[src/rtl/playfield_pkg.sv]
// Shared types and constants for the Tetris-style playfield grid.
// Holds the cell colour encoding, the lock/clear FSM states, the default
// grid dimensions and a saturating 16-bit adder used by the counters.
package playfield_pkg;

   localparam int DEF_GRID_COLS = 10;
   localparam int DEF_GRID_ROWS = 20;

   // 2'b00 is an empty cell; any other code is an occupied cell.
   typedef enum logic [1:0] {
      EMPTY  = 2'b00,
      RED    = 2'b01,
      GREEN  = 2'b10,
      YELLOW = 2'b11
   } color_t;

   typedef enum logic [2:0] {
      IDLE,
      LOCK,
      SCAN,
      SHIFT,
      DONE
   } state_t;

   // a + b, clamped to 16'hFFFF instead of wrapping.
   function automatic logic [15:0] sat_add16(input logic [15:0] a, input logic [15:0] b);
      logic [16:0] sum;
      sum = {1'b0, a} + {1'b0, b};
      return sum[16] ? 16'hFFFF : sum[15:0];
   endfunction

endpackage

[src/rtl/playfield_grid_if.sv]
// Lock handshake between the falling-piece stage (master) and the
// playfield grid (slave). The master holds lock_valid and its payload
// until it sees lock_ready.
interface playfield_grid_if;

   logic       lock_valid;
   logic [9:0] lock_x;
   logic [9:0] lock_y;
   logic [1:0] lock_color;
   logic       lock_ready;

   modport master (
      output lock_valid, lock_x, lock_y, lock_color,
      input  lock_ready
   );

   modport slave (
      input  lock_valid, lock_x, lock_y, lock_color,
      output lock_ready
   );

endinterface

[src/rtl/playfield_row_full.sv]
// Combinational row-full detector: high when every cell of the row holds
// a non-empty colour.
module playfield_row_full
   import playfield_pkg::*;
#(
   parameter int GRID_COLS = DEF_GRID_COLS
) (
   input  color_t row_i [GRID_COLS],
   output logic   full_o
);

   // Any empty cell breaks the row.
   always_comb begin
      full_o = 1'b1;
      for (int c = 0; c < GRID_COLS; c++) begin
         if (row_i[c] == EMPTY) full_o = 1'b0;
      end
   end

endmodule

[src/rtl/playfield_grid.sv]
// Playfield grid: stores the locked cells, maps a stopped piece's pixel
// centre onto a cell, then scans bottom-up and collapses full rows one row
// per cycle. Read ports for the VGA renderer and the collision query are
// combinational on the registered grid.
// Optional feature: define PLAYFIELD_SCORE_EN to add the saturating
// score output (+10 per cleared row).
// GRID_COLS must be <= 16 and GRID_ROWS <= 32 to fit the read-port widths.
module playfield_grid
   import playfield_pkg::*;
#(
   parameter int GRID_COLS  = DEF_GRID_COLS,
   parameter int GRID_ROWS  = DEF_GRID_ROWS,
   parameter int GRID_X0    = 240,
   parameter int GRID_Y0    = 80,
   parameter int CELL_SHIFT = 4
) (
   input  logic              frame_clk,
   input  logic              Reset_n,
   playfield_grid_if.slave   lock_if,
   output logic              lock_oob,
   output logic              busy,
   output logic              clear_done,
   output logic [15:0]       lines_total,
`ifdef PLAYFIELD_SCORE_EN
   output logic [15:0]       score,
`endif
   input  logic [3:0]        rd_col,
   input  logic [4:0]        rd_row,
   output logic [1:0]        rd_color,
   input  logic [3:0]        q_col,
   input  logic [4:0]        q_row,
   output logic              q_occupied
);

   localparam logic signed [10:0] X0_S   = 11'(GRID_X0);
   localparam logic signed [10:0] Y0_S   = 11'(GRID_Y0);
   localparam logic signed [10:0] COLS_S = 11'(GRID_COLS);
   localparam logic signed [10:0] ROWS_S = 11'(GRID_ROWS);
   localparam logic [4:0]         COLS_5 = 5'(GRID_COLS);
   localparam logic [5:0]         ROWS_6 = 6'(GRID_ROWS);
   localparam logic [4:0]         LAST_ROW = 5'(GRID_ROWS - 1);

   state_t      state_q, state_d;
   logic [4:0]  row_ptr_q, row_ptr_d;     // row under inspection in SCAN
   logic [4:0]  shift_ptr_q, shift_ptr_d; // destination row in SHIFT
   logic [9:0]  x_q, x_d;
   logic [9:0]  y_q, y_d;
   color_t      color_q, color_d;
   logic [15:0] lines_q, lines_d;
`ifdef PLAYFIELD_SCORE_EN
   logic [15:0] score_q, score_d;
`endif
   color_t      grid_q [GRID_ROWS][GRID_COLS];
   color_t      grid_d [GRID_ROWS][GRID_COLS];

   // ---------------- pixel -> cell mapping of the registered lock ----------------
   logic signed [10:0] dx, dy, col_full, row_full;
   logic               lock_in_range;
   logic [3:0]         lock_col;
   logic [4:0]         lock_row;

   assign dx       = $signed({1'b0, x_q}) - X0_S;
   assign dy       = $signed({1'b0, y_q}) - Y0_S;
   assign col_full = dx >>> CELL_SHIFT;
   assign row_full = dy >>> CELL_SHIFT;
   // A negative offset (left of / above the grid) or an index past the far
   // edge means the piece stopped outside the playfield.
   assign lock_in_range = !dx[10] && !dy[10] && (col_full < COLS_S) && (row_full < ROWS_S);
   assign lock_col      = col_full[3:0];
   assign lock_row      = row_full[4:0];

   // ---------------- row-full detection on the scanned row ----------------
   color_t scan_row [GRID_COLS];
   logic   scan_full;

   assign scan_row = grid_q[row_ptr_q];

   playfield_row_full #(
      .GRID_COLS (GRID_COLS)
   ) u_row_full (
      .row_i  (scan_row),
      .full_o (scan_full)
   );

   // ---------------- status outputs (Moore) ----------------
   assign lock_if.lock_ready = (state_q == IDLE);
   assign busy               = (state_q != IDLE);
   assign lock_oob           = (state_q == LOCK) && !lock_in_range;
   assign clear_done         = (state_q == DONE);
   assign lines_total        = lines_q;
`ifdef PLAYFIELD_SCORE_EN
   assign score              = score_q;
`endif

   // ---------------- read ports ----------------
   logic rd_in_range, q_in_range;

   assign rd_in_range = ({1'b0, rd_col} < COLS_5) && ({1'b0, rd_row} < ROWS_6);
   assign q_in_range  = ({1'b0, q_col} < COLS_5) && ({1'b0, q_row} < ROWS_6);
   assign rd_color    = rd_in_range ? grid_q[rd_row][rd_col] : EMPTY;
   // Off-grid cells read as occupied so the falling piece treats the
   // playfield border as a wall.
   assign q_occupied  = !q_in_range || (grid_q[q_row][q_col] != EMPTY);

   // Next-state logic for the lock/scan/shift FSM and its datapath.
   // NOTE: every variable gets a default before the case so no path leaves it unassigned, which would infer a latch.
   always_comb begin
      state_d     = state_q;
      row_ptr_d   = row_ptr_q;
      shift_ptr_d = shift_ptr_q;
      x_d         = x_q;
      y_d         = y_q;
      color_d     = color_q;
      lines_d     = lines_q;
`ifdef PLAYFIELD_SCORE_EN
      score_d     = score_q;
`endif
      grid_d      = grid_q;

      case (state_q)
         IDLE: begin
            if (lock_if.lock_valid) begin
               x_d     = lock_if.lock_x;
               y_d     = lock_if.lock_y;
               color_d = color_t'(lock_if.lock_color);
               state_d = LOCK;
            end
         end

         LOCK: begin
            // Colour 0 is written as-is; it simply stays "empty".
            if (lock_in_range) grid_d[lock_row][lock_col] = color_q;
            row_ptr_d = LAST_ROW;
            state_d   = SCAN;
         end

         SCAN: begin
            if (scan_full) begin
               shift_ptr_d = row_ptr_q;
               state_d     = SHIFT;
            end else if (row_ptr_q == 5'd0) begin
               state_d = DONE;
            end else begin
               row_ptr_d = row_ptr_q - 5'd1;
            end
         end

         SHIFT: begin
            if (shift_ptr_q == 5'd0) begin
               // Top row has nothing above it: it becomes empty, the row is
               // counted, and the same index is rescanned since it now holds
               // what used to be the row above.
               grid_d[0] = '{default: EMPTY};
               lines_d   = sat_add16(lines_q, 16'd1);
`ifdef PLAYFIELD_SCORE_EN
               score_d   = sat_add16(score_q, 16'd10);
`endif
               state_d   = SCAN;
            end else begin
               grid_d[shift_ptr_q] = grid_q[shift_ptr_q - 5'd1];
               shift_ptr_d         = shift_ptr_q - 5'd1;
            end
         end

         DONE: begin
            state_d = IDLE;
         end

         default: begin
            state_d = IDLE;
         end
      endcase
   end

   // State, datapath and grid registers.
   // NOTE: sequential state uses non-blocking assignments so every register samples pre-edge values, independent of statement order.
   always_ff @(posedge frame_clk or negedge Reset_n) begin
      if (!Reset_n) begin
         state_q     <= IDLE;
         row_ptr_q   <= 5'd0;
         shift_ptr_q <= 5'd0;
         x_q         <= 10'd0;
         y_q         <= 10'd0;
         color_q     <= EMPTY;
         lines_q     <= 16'd0;
`ifdef PLAYFIELD_SCORE_EN
         score_q     <= 16'd0;
`endif
         // NOTE: the grid is flop-based and must clear asynchronously, so it is reset here rather than mapped to a RAM.
         for (int r = 0; r < GRID_ROWS; r++) begin
            for (int c = 0; c < GRID_COLS; c++) begin
               grid_q[r][c] <= EMPTY;
            end
         end
      end else begin
         state_q     <= state_d;
         row_ptr_q   <= row_ptr_d;
         shift_ptr_q <= shift_ptr_d;
         x_q         <= x_d;
         y_q         <= y_d;
         color_q     <= color_d;
         lines_q     <= lines_d;
`ifdef PLAYFIELD_SCORE_EN
         score_q     <= score_d;
`endif
         grid_q      <= grid_d;
      end
   end

endmodule

[src/flat_wrapper.sv]
// flat-port wrapper written by rule: the top's interface ports become plain ports
module playfield_grid_flat import playfield_pkg::*;
#(
   parameter int GRID_COLS  = DEF_GRID_COLS,
   parameter int GRID_ROWS  = DEF_GRID_ROWS,
   parameter int GRID_X0    = 240,
   parameter int GRID_Y0    = 80,
   parameter int CELL_SHIFT = 4
)
  (frame_clk, Reset_n, lock_oob, busy, clear_done, lines_total, rd_col, rd_row, rd_color, q_col, q_row, q_occupied, lock_if_lock_valid, lock_if_lock_x, lock_if_lock_y, lock_if_lock_color, lock_if_lock_ready);
  playfield_grid_if lock_if_i ();
  input  logic frame_clk;
  input  logic Reset_n;
  output logic lock_oob;
  output logic busy;
  output logic clear_done;
  output logic [15:0] lines_total;
  input  logic [3:0] rd_col;
  input  logic [4:0] rd_row;
  output logic [1:0] rd_color;
  input  logic [3:0] q_col;
  input  logic [4:0] q_row;
  output logic q_occupied;
  input wire logic [$bits(lock_if_i.lock_valid)-1:0] lock_if_lock_valid;
  input wire logic [$bits(lock_if_i.lock_x)-1:0] lock_if_lock_x;
  input wire logic [$bits(lock_if_i.lock_y)-1:0] lock_if_lock_y;
  input wire logic [$bits(lock_if_i.lock_color)-1:0] lock_if_lock_color;
  output wire logic [$bits(lock_if_i.lock_ready)-1:0] lock_if_lock_ready;
  assign lock_if_i.lock_valid = lock_if_lock_valid;
  assign lock_if_i.lock_x = lock_if_lock_x;
  assign lock_if_i.lock_y = lock_if_lock_y;
  assign lock_if_i.lock_color = lock_if_lock_color;
  assign lock_if_lock_ready = lock_if_i.lock_ready;
  playfield_grid #(.GRID_COLS(GRID_COLS), .GRID_ROWS(GRID_ROWS), .GRID_X0(GRID_X0), .GRID_Y0(GRID_Y0), .CELL_SHIFT(CELL_SHIFT)) u_core (.frame_clk(frame_clk), .Reset_n(Reset_n), .lock_if(lock_if_i), .lock_oob(lock_oob), .busy(busy), .clear_done(clear_done), .lines_total(lines_total), .rd_col(rd_col), .rd_row(rd_row), .rd_color(rd_color), .q_col(q_col), .q_row(q_row), .q_occupied(q_occupied));
endmodule
[config.mk]
export PLATFORM = sky130hd
export DESIGN_NAME = playfield_grid_flat
export DESIGN_NICKNAME = d
export VERILOG_FILES = /design/src/rtl/playfield_pkg.sv /design/src/rtl/playfield_grid_if.sv /design/src/rtl/playfield_row_full.sv /design/src/rtl/playfield_grid.sv /design/src/flat_wrapper.sv
export SDC_FILE = /design/constraint.sdc
export NUM_CORES = 2
export LEC_CHECK = 0
export BUFFER_PORTS_ARGS = -buffer_cell sky130_fd_sc_hd__buf_4
export CAP_MARGIN = 20
export CORE_ASPECT_RATIO = 0.75
export CORE_MARGIN = 10
export CORE_UTILIZATION = 30
export DETAILED_ROUTE_END_ITERATION = 6
export GPL_TIMING_DRIVEN = 1
export PLACE_DENSITY = 0.51
export SYNTH_ARGS = -nofsm -noshare
export SYNTH_HDL_FRONTEND = slang
export SYNTH_SLANG_ARGS = --single-unit
[constraint.sdc]
create_clock -name frame_clk -period 4.3 [get_ports frame_clk]
set_clock_uncertainty 0.15 [all_clocks]
set_input_delay 0.43 -clock frame_clk [delete_from_list [all_inputs] [get_ports frame_clk]]
set_output_delay 0.43 -clock frame_clk [all_outputs]
set_load 0.005 [all_outputs]
==> key figures <==
Power
  • Total Power: about 0.021 W
  • Worst vdd ir: about 0.00085 V
  • Pleak: ~14 nW
  • Pwr/cell area: ~540 nW/µm²

Global route
  • Vias in the first global route: 30300
  • Largest net degree at the start of global routing: approximately 150
  • Gr usage total: 22.4%
  • Grt ovf: 0
  • Initial antenna violation count: 6
  • First-pass GRT wire length: 218000 µm

Floorplan
  • Row count: 107
  • Core ar.: 113000 µm²
  • Starting Density: around 30%
  • Die Wd: 410 µm
  • # IOs: 66
  • Die Span Y: between 300 and 400 µm
  • Die Area: 128000 µm²

Layout
  • Fin cells: 5010
  • Layout Area Growth over Synthesis: 13.3%
  • Final core utilization: 34.2%
  • Share of cells above drive strength 1: 29.5%
  • Layout Nets: 3494

Setup path
  • Crit Path Category: reg2out
  • Reg2reg path depth: 10
  • CP endpoint kind: output pin
  • Worst path arrival time: 3.55 ns
  • CP dominant cell by count: buf_4
  • FF-to-FF Start: u_core.shift_ptr_q[1]$_DFFE_PN0P_
  • Crit-path slowest cell: nor4_1
  • Type of origin of the critical path: register
  • Reg-to-Reg End: u_core.grid_q[262]$_DFFE_PN0P_
  • Max incr delay on CP: ~0.66 ns
  • FF-to-FF setup slack: 0.49 ns
  • Critical Path RT: approximately 3.7 ns
  • CP Cell Sequence: nor3_1 > a211oi_1 > a21oi_1 > a31o_2 > nor4_1 > o22a_1 > a32oi_1 > o311ai_1 > buf_4 > buf_4
  • Crit Path Max Fanout: 5

Outcome
  • Status: complete, no violations

Detailed routing
  • Routed vias: 32300
  • Drt total wl: 150000 µm
  • Residual DRC count: 0
  • DR WL/cell: around 30 µm
  • Via density: 6.45
  • Pre-antenna DRT Iters: 6
  • ANT nets after route: 0
  • 1st-iter DRT viols: 4474

Min path
  • Min-Delay Path Class: in2reg
  • Hold EP: u_core.state_q[0]$_DFFE_PN0P_
  • Worst Hold Launch: lock_if_lock_valid
  • WHS Path Cells: 3

Synthesis
  • Syn. warnings: 0
  • Post-synthesis cell count: 3489
  • Avg Cell Area, Syn: 9.79 µm²
  • Ys async rst share: 100%
  • Synth Flop Type: dfrtp_1
  • Number of distinct library cells after synthesis: 76
  • Syn Std Cell Area: 34100 µm²
  • Seq/Total Area, Yosys: 32.5%
  • Syn nets: 3545
  • Number of synthesized flops with an enable pin: 0
  • Synth Register Bits: 443

Timing
  • Relative slew margins: 19.2%
  • Setup TNS: 0 ns
  • Minimum clock period: between 4 and 5 ns
  • RSZ-0062 raised after global routing: no
  • Fmax: between 0.2 and 0.25 GHz
  • Final-report hold violation count: 0
  • WHS: about 0.062 ns
  • Crit share post-route: 96.1%
  • Slew Limit Fails: 0
  • Slew @ Worst Pin: 1.21 ns
  • Final Setup Violations: 0

Placement
  • HPWL after detailed placement: 103000 µm
  • Cells after DPL: 4893
  • GPL Wtd Cong: 0.981
  • IO buf count: 57

Clock tree
  • Worst-Skew Late Latency: 0.68 ns
  • Post-CTS Setup Bufs: 0
  • Clock root buffer: clkbuf_16
  • H-tree Lvls: 2
  • Num CTS Buffers: 52
  • CTS sink cnt: 443
  • Clock-pin slew on the worst setup and hold paths: 0.06 ns
  • CTS tree: built
  • CTS max path bufs: 3

Job
  • Max cap viols: 0
metrics by stage:
stage / setup slack [ns] / area, µm²
after CTS: 0.245 / 38700
after global routing: 0.0876 / 38700
after floorplan: 0.545 / 34100
after global placement: 0.428 / 36700
after detailed placement: 0.396 / 36700
final: 0.166 / 38700
sequential cells by signal, summed over array words and instances, names as in the netlist:
| signal | cells |
|---|---|
| u_core.lines_total | 16 |
| u_core.color_q | 2 |
| u_core.x_q | 6 |
| u_core.state_q | 3 |
| u_core.row_ptr_q | 5 |
| u_core.grid_q | 400 |
| u_core.shift_ptr_q | 5 |
| u_core.y_q | 6 |
layout by cell type, fill, tap and decap left out, types with 46 or more instances in the layout:
cell type / count
a21oi_1: 176
a21oi_2: 77
buf_4: 215
clkbuf_16: 52
dfrtp_1: 440
inv_1: 69
mux2_1: 46
mux2_2: 318
mux2i_1: 80
mux4_2: 214
nand2_1: 313
nand3_1: 224
nor2_1: 175
nor3_1: 75
o21ai_0: 80
o22ai_1: 428
cell usage after synthesis (12+ instances only):
library cell	number	area share, %
a21oi_1	176	2.6
inv_1	69	0.76
and2_1	14	0.26
o211ai_1	14	0.31
nor2b_1	15	0.27
ha_1	13	0.48
buf_4	17	0.37
a21oi_4	18	0.86
mux2i_1	80	2.3
buf_6	20	0.66
mux4_2	214	14
nor4_1	26	0.48
nor3_1	80	1.2
a211oi_1	32	0.70
mux2_1	46	1.5
dfrtp_1	443	32
a31oi_1	12	0.22
nand2_1	316	3.5
nor2_1	188	2.1
a32oi_1	38	0.97
buf_2	51	0.75
o21ai_0	80	1.2
o221ai_1	12	0.31
clkbuf_1	244	2.7
o22ai_1	428	7.8
buf_1	29	0.32
nand2b_1	16	0.29
a21oi_2	77	2.0
mux2_2	318	10
nand3_1	225	3.3
how the worst max path moves through the flow:
stage / start / to
after detailed placement: q_row[0] / q_occupied
after global placement: q_row[0] / q_occupied
final: u_core.grid_q[145]$_DFFE_PN0P_ / q_occupied
after floorplan: u_core.shift_ptr_q[0]$_DFFE_PN0P_ / u_core.grid_q[164]$_DFFE_PN0P_
after CTS: u_core.grid_q[138]$_DFFE_PN0P_ / q_occupied
after global routing: u_core.grid_q[284]$_DFFE_PN0P_ / q_occupied
worst max-delay path, delay by kind of cell, from the launching register on:
| family | cells | cell delay, ns |
|---|---|---|
| compound gates | 6 | 1.37 |
| simple gates | 2 | 0.74 |
| flops | 1 | 0.46 |
| buf+inv | 2 | 0.33 |
power breakdown:
part           internal (W)  switching [W]
Combinational       0.00307        0.00818
Clock               0.00283        0.00210
Sequential          0.00437       0.000518
layer usage:
| metal | up-vias | track usage [%] | part of all wire (%) |
|---|---|---|---|
| li1 | 13400 | - | - |
| met1 | 16300 | 32.5 | 43 |
| met2 | 2282 | 30.0 | 40 |
| met3 | 284 | 8.54 | 14 |
| met4 | 12 | 6.75 | 3.2 |
| met5 | - | 0.449 | 0.091 |
cells by family after synthesis:
family	after synthesis	synth area share, %
AND/OR/NAND/NOR	943	12.7
flip-flops	443	32.5
multiplexers	658	28.5
XOR/XNOR	14	0.359
adder cells (fa/ha/maj)	13	0.476
AO/OA/AOI/OAI	986	20.0
buffers and inverters	432	5.56
timing repair:
action,CTS,global route
endpoints found under the hold margin,65,0
hold buffers,15,0
resized for setup,0,0
cell type report:
type                            count  area [µm²]
Sequential cell                   443       11100
Tap cell                         1526        1910
Multi-Input combinational cell   2614       21400
Fill cell                       11500       74600
Clock buffer                       74        1480
Timing Repair Buffer              256        2250
Inverter                           71         267
Clock inverter                     24         339
Antenna cell                        2        5.00
No activity file was read; power rests on OpenSTA's default activity.
